File: src/rtl/fir_pkg.sv
`default_nettype none
// ============================================================================
// Module      : fir_pkg
// Description : Shared types and defaults for the FIR filter chain. The FIR
//               and the decimate-and-buffer stage both use sample_t so that
//               the sample format is defined in exactly one place.
// Ports       : none (package)
// Revision    : 1.0 - initial release
// ============================================================================
package fir_pkg;

  // Default sample width, decimation factor and output FIFO depth
  localparam int DEF_DATA_W     = 16;
  localparam int DEF_DECIM      = 4;
  localparam int DEF_FIFO_DEPTH = 8;

  localparam int LOG2_DECIM = $clog2(DEF_DECIM);
  localparam int LVL_W      = $clog2(DEF_FIFO_DEPTH + 1);

  typedef logic signed [DEF_DATA_W-1:0]            sample_t;
  // Wide enough to hold the sum of DECIM full-scale samples without overflow
  typedef logic signed [DEF_DATA_W+LOG2_DECIM-1:0] acc_t;

endpackage
`default_nettype wire

File: src/rtl/fir_sync_fifo.sv
`default_nettype none
// ============================================================================
// Module      : fir_sync_fifo
// Description : Single-clock FIFO with a register-array store. A push into a
//               full FIFO is accepted only when a pop happens in the same
//               cycle. Read data is zero whenever the FIFO is empty.
// Ports       : clk, rst            - clock, async active-high reset
//               i_push, i_wdata     - write request and data
//               i_pop               - read request (ignored when empty)
//               o_rdata             - data at head pointer
//               o_full, o_empty     - status flags
//               o_level             - occupancy, 0..DEPTH
// Revision    : 1.0 - initial release
// ============================================================================
module fir_sync_fifo #(
  parameter int WIDTH = 16,
  parameter int DEPTH = 8
) (
  input  logic                       clk,
  input  logic                       rst,
  input  logic                       i_push,
  input  logic [WIDTH-1:0]           i_wdata,
  input  logic                       i_pop,
  output logic [WIDTH-1:0]           o_rdata,
  output logic                       o_full,
  output logic                       o_empty,
  output logic [$clog2(DEPTH+1)-1:0] o_level
);

  localparam int c_AW = $clog2(DEPTH);
  localparam int c_LW = $clog2(DEPTH + 1);

  if ((DEPTH < 2) || (DEPTH > 64) || ((DEPTH & (DEPTH - 1)) != 0)) begin : g_bad_depth
    $error("fir_sync_fifo: DEPTH must be a power of two in 2..64");
  end

  logic [WIDTH-1:0] r_mem [DEPTH];
  logic [c_AW-1:0]  r_wr_ptr;
  logic [c_AW-1:0]  r_rd_ptr;
  logic [c_LW-1:0]  r_level;
  logic             w_do_push;
  logic             w_do_pop;

  assign o_full    = (r_level == c_LW'(DEPTH));
  assign o_empty   = (r_level == '0);
  assign o_level   = r_level;
  assign w_do_pop  = i_pop && !o_empty;
  // A slot freed by a same-cycle pop makes room for the push
  assign w_do_push = i_push && (!o_full || w_do_pop);

  // Gated so the head reads as zero out of reset and whenever empty
  assign o_rdata = o_empty ? '0 : r_mem[r_rd_ptr];

  always_ff @(posedge clk) begin
    if (w_do_push) begin
      r_mem[r_wr_ptr] <= i_wdata;
    end
  end

  // Power-of-two depth lets the pointers wrap by natural overflow
  always_ff @(posedge clk or posedge rst) begin
    if (rst) begin
      r_wr_ptr <= '0;
      r_rd_ptr <= '0;
      r_level  <= '0;
    end else begin
      if (w_do_push) begin
        r_wr_ptr <= r_wr_ptr + 1'b1;
      end
      if (w_do_pop) begin
        r_rd_ptr <= r_rd_ptr + 1'b1;
      end
      case ({w_do_push, w_do_pop})
        2'b10:   r_level <= r_level + 1'b1;
        2'b01:   r_level <= r_level - 1'b1;
        default: r_level <= r_level;
      endcase
    end
  end

endmodule
`default_nettype wire

File: src/rtl/fir_decim_buffer.sv
`default_nettype none
// ============================================================================
// Module      : fir_decim_buffer
// Description : Boxcar-averages each group of DECIM accepted FIR samples
//               (floor division by a power of two) and queues the averages
//               in an output FIFO drained over valid/ready. Averages that
//               find the FIFO full (with no same-cycle pop) are dropped and
//               flagged on the sticky overflow output.
// Ports       : clk, rst             - clock, async active-high reset
//               in_valid, in_data    - FIR sample stream (no backpressure)
//               out_valid, out_ready - output handshake
//               out_data             - averaged sample at FIFO head
//               level                - FIFO occupancy
//               overflow             - sticky drop indicator
// Revision    : 1.0 - initial release
// ============================================================================
module fir_decim_buffer
  import fir_pkg::*;
#(
  parameter int DATA_W     = DEF_DATA_W,
  parameter int DECIM      = DEF_DECIM,
  parameter int FIFO_DEPTH = DEF_FIFO_DEPTH
) (
  input  logic                            clk,
  input  logic                            rst,
  input  logic                            in_valid,
  input  logic signed [DATA_W-1:0]        in_data,
  output logic                            out_valid,
  input  logic                            out_ready,
  output logic signed [DATA_W-1:0]        out_data,
  output logic [$clog2(FIFO_DEPTH+1)-1:0] level,
  output logic                            overflow
);

  localparam int c_LOG2_DECIM = $clog2(DECIM);
  localparam int c_ACC_W      = DATA_W + c_LOG2_DECIM;

  if ((DECIM < 2) || (DECIM > 16) || ((DECIM & (DECIM - 1)) != 0)) begin : g_bad_decim
    $error("fir_decim_buffer: DECIM must be a power of two in 2..16");
  end

  logic [c_LOG2_DECIM-1:0]    r_phase;
  logic signed [c_ACC_W-1:0]  r_acc;
  logic                       r_overflow;
  logic signed [c_ACC_W-1:0]  w_base;
  logic signed [c_ACC_W-1:0]  w_in_ext;
  logic signed [c_ACC_W-1:0]  w_sum;
  logic [DATA_W-1:0]          w_avg;
  logic                       w_last;
  logic                       w_pop;
  logic                       w_full;
  logic                       w_empty;
  logic [DATA_W-1:0]          w_rdata;

  always_comb begin
    // Phase 0 starts a fresh group, so the stale accumulator is ignored
    w_base   = (r_phase == '0) ? '0 : r_acc;
    w_in_ext = c_ACC_W'(in_data);
    w_sum    = w_base + w_in_ext;
  end

  // The top DATA_W bits of the sum are exactly sum >>> log2(DECIM),
  // i.e. a floor toward negative infinity
  assign w_avg  = w_sum[c_ACC_W-1:c_LOG2_DECIM];
  assign w_last = in_valid && (r_phase == c_LOG2_DECIM'(DECIM - 1));
  assign w_pop  = out_valid && out_ready;

  always_ff @(posedge clk or posedge rst) begin
    if (rst) begin
      r_acc   <= '0;
      r_phase <= '0;
    end else if (in_valid) begin
      if (w_last) begin
        r_acc   <= '0;
        r_phase <= '0;
      end else begin
        r_acc   <= w_sum;
        r_phase <= r_phase + 1'b1;
      end
    end
  end

  always_ff @(posedge clk or posedge rst) begin
    if (rst) begin
      r_overflow <= 1'b0;
    end else if (w_last && w_full && !w_pop) begin
      r_overflow <= 1'b1;
    end
  end

  fir_sync_fifo #(
    .WIDTH (DATA_W),
    .DEPTH (FIFO_DEPTH)
  ) u_fifo (
    .clk     (clk),
    .rst     (rst),
    .i_push  (w_last),
    .i_wdata (w_avg),
    .i_pop   (w_pop),
    .o_rdata (w_rdata),
    .o_full  (w_full),
    .o_empty (w_empty),
    .o_level (level)
  );

  assign out_valid = !w_empty;
  assign out_data  = w_rdata;
  assign overflow  = r_overflow;

endmodule
`default_nettype wire

File: config.mk
export PLATFORM = sky130hd
export DESIGN_NAME = fir_decim_buffer
export DESIGN_NICKNAME = d
export VERILOG_FILES = /design/src/rtl/fir_pkg.sv /design/src/rtl/fir_sync_fifo.sv /design/src/rtl/fir_decim_buffer.sv
export SDC_FILE = /design/constraint.sdc
export NUM_CORES = 1
export LEC_CHECK = 0
export BUFFER_PORTS_ARGS = -buffer_cell sky130_fd_sc_hd__buf_2
export CAP_MARGIN = 20
export CORE_MARGIN = 3
export CORE_UTILIZATION = 24
export DETAILED_ROUTE_END_ITERATION = 8
export SLEW_MARGIN = 20
export SYNTH_ARGS = -nofsm -noshare
export SYNTH_HDL_FRONTEND = slang
export SYNTH_SLANG_ARGS = --single-unit
export TNS_END_PERCENT = 20
File: constraint.sdc
create_clock -name clk -period 6.75 [get_ports clk]
set_input_delay 1.35 -clock clk [delete_from_list [all_inputs] [get_ports clk]]
set_output_delay 1.35 -clock clk [all_outputs]
set_load 0.05 [all_outputs]
# Yosys cells after proc, flatten, opt, wreduce, memory -nomap -nowiden
# Memories as Yosys holds them, arrays and structs flattened.
# Index checks and enable logic that the tools add are counted.
[op_classes] n_eq_ne=4 reduce_logical=13 add_sub_neg=6 n_mux=7
[op_table] operator="18-bit two-way mux" n=2
[op_table] operator="18-bit by 16-bit adder with 18-bit output" n=1
[op_table] operator="16-bit two-way mux" n=1
[op_table] operator="4-bit one-hot mux with 2 select lines" n=1
[op_table] operator="3-bit by 1-bit adder with 3-bit output (second input constant)" n=2
[op_table] operator="1-bit logical AND" n=6
[op_table] operator="4-bit by 1-bit adder with 4-bit output (second input constant)" n=1
[op_table] operator="2-bit equality test (second input constant)" n=2
[op_table] operator="4-bit equality test (second input constant)" n=1
[op_table] operator="4-bit zero test" n=1
[op_table] operator="4-bit by 1-bit subtractor with 4-bit output (second input constant)" n=1
[op_table] operator="1-bit zero test" n=3
[op_table] operator="2-bit by 1-bit adder with 2-bit output (second input constant)" n=1
[op_table] operator="2-bit by 1-bit equality test with 1-bit output (second input constant)" n=1
[op_table] operator="2-bit zero test" n=1
[op_table] operator="1-bit two-way mux" n=2
[op_table] operator="2-bit two-way mux" n=1
[op_table] operator="2-bit nonzero test" n=1
[op_table] operator="1-bit logical OR" n=1
[word_totals] ramBits=128 ff_bits=31 word_cells=37 n_memories=1 output_inout_bits=22
[mem_list] memory="u_fifo.r_mem" depth=8 word_bits=16 read_ports=1 rd_ports_with_merged_regs=0 write_ports=1 line="fir_sync_fifo.sv:37" source="logic [WIDTH-1:0] r_mem [DEPTH];"

# Longest topological paths before layout
[depth] ltp_word=8 mapped_depth=13 mapped_depth_nobuf=12

# Modules after synthesis
# Synthesis repeated with hierarchy kept, for this count alone.
[unflattened] cells_unflattened=485 hier_area_um2=7352.1
[by_module_without_submodules] mod="fir_sync_fifo" seq_area_each_um2=4093.9 n_inst=1 cells_per_inst=275 area_each_um2=5544.1
[by_module_without_submodules] mod="fir_decim_buffer" seq_area_each_um2=525.5 n_inst=1 cells_per_inst=210 area_each_um2=1808.0

# Worst setup path before layout
# Ideal clock, no wire load.
[synth_timing] path_kind="input port to flip-flop" startpoint="in in_valid" endpoint="mem u_fifo.r_mem[0][0] (enable)" required_ns=6.341 stages=4 arrival_time_ns=3.198 setup_ns=0.409 slack_ns=3.143 path_cell_list="clkbuf_1 -> nand2_1 -> or3_1 -> nor3_1"
[synth_between] elab_chain_cells=4
[synth_rtl] element="start, declared" line="fir_decim_buffer.sv:26" source="input logic in_valid,"
[synth_rtl] element="1-bit logical AND" line="fir_decim_buffer.sv:65" source="assign w_last = in_valid && (r_phase == c_LOG2_DECIM'(DECIM - 1));"
[synth_rtl] element="1-bit logical AND" line="fir_sync_fifo.sv:49" source="assign w_do_push = i_push && (!o_full || w_do_pop);"
[synth_rtl] element="1-bit two-way mux" line="fir_sync_fifo.sv:55" source="if (w_do_push) begin"
[synth_rtl] element="1-bit two-way mux (not written as such)" line="fir_sync_fifo.sv:56" source="r_mem[r_wr_ptr] <= i_wdata;"
[synth_rtl] element="end, declared" line="fir_sync_fifo.sv:37"
# Every way passes these cells.

# Worst setup path after layout
[layout_timing] startpoint="reg u_fifo.r_rd_ptr[0]" endpoint="out out_data[14]"
[layout_between] elab_chain_cells=2
[layout_rtl] element="start, declared" line="fir_sync_fifo.sv:39" source="logic [c_AW-1:0] r_rd_ptr;"
[layout_rtl] element="start signal, assigned" line="fir_sync_fifo.sv:71" source="r_rd_ptr <= r_rd_ptr + 1'b1;"
[layout_rtl] element="memory 8 x 16 bit"
[layout_rtl] element="16-bit two-way mux" line="fir_sync_fifo.sv:52" source="assign o_rdata = o_empty ? '0 : r_mem[r_rd_ptr];"
[layout_rtl] element="end, declared" line="fir_decim_buffer.sv:30" source="output logic signed [DATA_W-1:0] out_data,"
# Every way passes these cells.

==> results by group <==
Finish
  – Final nets: roughly 570
  – Core Util, Final: 0.294
  – # diodes: 0
  – Area growth syn-to-layout: 18.5%
  – Final Cell Area: 8580 um2
  – Fraction of layout cells with a size suffix above 1: 0.240
  – # fillers: 2,895
  – Non-filler instance count after layout: 922

Yosys
  – Seq/Total Area, Yosys: 0.637
  – Main synth FF type: edfxtp_1
  – Most numerous cell in the Yosys netlist: edfxtp_1
  – Avg Inst Size Synth: around 15 um2
  – Flops & latches, synth: 159
  – Synthesized netlist cell count: around 470
  – Yosys top cell area share: 0.530
  – Synth top cells by count: 128 x edfxtp_1, 38 x nor2_1, 32 x mux4_2, 31 x dfrtp_1, 27 x nand2_1
  – Largest area contributor in the netlist: edfxtp_1
  – Post-synthesis net count: 519
  – Synth area leaders: edfxtp_1 53%, dfrtp_1 11%, mux4_2 9.9%
  – Synthesized cell area: 7250 um2
  – Async S/R FF share, synth: 0.195
  – Post-synth EDFFs: 128
  – Post-synth cell types: between 50 and 60
  – Ys Warns: 0

Pwr
  – Pwr dens: about 530 nW/um2
  – Final total power: 4.54 mW
  – Leak pwr: 3.20 nW
  – Worst vdd ir: 0.205 mV

STA
  – RSZ-0062 raised after global routing: no
  – Pins Over Slew Limit: 0
  – Final worst-path cycle share: 0.575
  – Fmax: around 260 MHz
  – Worst clock skew: 11.9 ps
  – Final Setup Violations: 0
  – Worst-margin pin slew: about 1100 ps
  – Endpoints failing hold: 0
  – Final worst setup slack: about 2900 ps
  – Slew headroom: 0.279
  – Period minus WS final: between 3000 and 4000 ps
  – Sum Neg Setup Slack: 0 ps
  – Final Hold Slack: 488 ps

Route
  – 1st-pass router iterations: 4
  – Drt total wl: 15,300 um
  – Vias per Instance: 4.34
  – DRC Markers: 0
  – DR WL/cell: 16.6 um
  – Via Count: 4,005
  – Antenna-violating nets left: 0
  – Iteration-0 DRC Markers: 242

Placement
  – Gpl congestion: just under 0.8
  – Pre-CTS setup slack: around 2700 ps
  – Placed Area: between 7000 and 8000 um2
  – I/O Buffers: 41
  – DP HPWL: 9720 um
  – Placed insts: 890

Clocking
  – Total CTS buffers: 17
  – CTS tree: yes
  – Post-cts sizing count: 0
  – Max clock buf depth: 2
  – # Post-CTS Setup Buffers: 0
  – Worst-Skew Late Latency: 420 ps
  – CTS H-Tree Depth: 4
  – CTS Sinks: 159
  – Hold buffer count at CTS: 0
  – Clk pin slew, worst setup/hold paths: 70 ps
  – Clock Root Buffer: clkbuf_16

Floorplanning
  – # IOs: 42
  – Die height: 180 um
  – # rows: 62
  – Initial Util: 0.248
  – Core box area: 29,200 um2
  – Die Width: 180 um
  – Die area: 32,300 um2

Setup path
  – Reg2Reg Setup Slack: 2990 ps
  – Worst R2R End: r_acc[16]
  – R2r worst-path depth: 12
  – CP max FO: 34
  – Critical path class: reg -> out
  – Reg-to-Reg Start: r_phase[0]
  – Cell Chain, Critical Path: buf_4 > mux4_2 > mux2i_1 > nor2_1 > buf_2
  – WP data required: 5400 ps
  – Critical Path Max Stage Delay: between 500 and 600 ps
  – Critical path launch point type: flip-flop
  – Worst Path Arrival: roughly 2500 ps
  – Critical path capture point type: output pin
  – Crit path max-delay cell type: mux4_2

Run status
  – Status: finished, final reports clean

Min path
  – Hold_sp: r_acc[10]
  – Worst hold path stage count: 2
  – Min-Delay Endpoint: r_acc[10]
  – Hold crit path type: reg -> reg

Run
  – Max-cap viol count: 0

Global routing
  – Number of global-route vias before repair: 4,116
  – Largest net degree at the start of global routing: 35
  – Gr ovfl total: 0
  – First-pass GRT wire length: between 20,000 and 25,000 um
  – Initial antenna violation count: 0
  – Gr usage total: 0.0954
[registers in the layout, summed over array words and instances (netlist names)]
register,count
overflow,1
r_acc,18
r_phase,2
u_fifo.o_level,4
u_fifo.r_mem,128
u_fifo.r_rd_ptr,3
u_fifo.r_wr_ptr,3
[worst max-delay path, delay by kind of cell (launching register included)]
family | cells | cell delay (ps)
buffers and inverters | 2 | 760
and+or+nand+nor | 1 | 110
DFF | 1 | 340
muxes | 2 | 870
[how the worst max path moves through the flow]
stage | depth (start not counted) | slack, ps | end | startpoint
4_1_cts | 5 | 2820 | out_data[14] | u_fifo.r_rd_ptr[0]
6_report | 5 | 2870 | out_data[14] | u_fifo.r_rd_ptr[0]
3_5_place_dp | 10 | 2730 | r_acc[16] | in_data[0]
3_3_place_gp | 9 | 2820 | u_fifo.r_mem[0][14] | in_data[0]
2_1_floorplan | 4 | 3140 | u_fifo.r_mem[0][0] | in_valid
5_1_grt | 12 | 2610 | r_acc[16] | r_phase[0]
[cells by family (layout without fill, tap and decap cells)]
group	after synthesis	count (layout)	share of synthesized area
buf+inv	40	105	0.0266
xor+xnor	22	22	0.0266
compound gates	72	72	0.0685
fa+ha+maj	26	26	0.0470
flops	159	159	0.637
mux	50	50	0.124
simple gates	104	104	0.0694
[report_power, final]
group / internal (mW) / leakage [nW] / switching [mW]
Clock: 0.666 / 0.315 / 0.402
Sequential: 1.45 / 1.53 / 0.118
Combinational: 0.637 / 1.35 / 1.27
[routing by layer]
| metal | vias up | global-route usage | part of all wire |
|---|---|---|---|
| met1 | 2011 | 0.137 | 0.49 |
| met5 | - | 0 | 0 |
| li1 | 1899 | - | - |
| met3 | 9 | 0.0267 | 0.054 |
| met2 | 86 | 0.146 | 0.45 |
| met4 | 0 | 0.0176 | 0.0060 |
[cell usage in the layout, fill, tap and decap left out, types with 4 or more instances in the layout]
cell type / n
xor2_1: 7
nand2_1: 27
mux4_2: 32
clkbuf_16: 17
inv_1: 19
nor2_1: 38
ha_1: 24
a21o_1: 9
o21ai_1: 4
buf_4: 12
a22o_1: 7
nor2b_1: 13
buf_2: 41
nand2b_1: 4
bufinv_16: 5
xnor2_1: 15
mux2i_1: 17
a21oi_1: 17
edfxtp_1: 128
o21ai_0: 11
dfrtp_1: 29
[layout make-up]
cell class / instances / area [um2] / share of cell area
tap: 384 / 480 / 0.0560
multi-input combinational: 274 / 2450 / 0.286
timing repair buffer: 53 / 295 / 0.0344
inverter: 20 / 75.1 / 0.00875
clock buffer: 18 / 429 / 0.0500
clock inverter: 14 / 229 / 0.0267
sequential: 159 / 4620 / 0.538
Note: power is estimated with default switching activity, not from simulation.
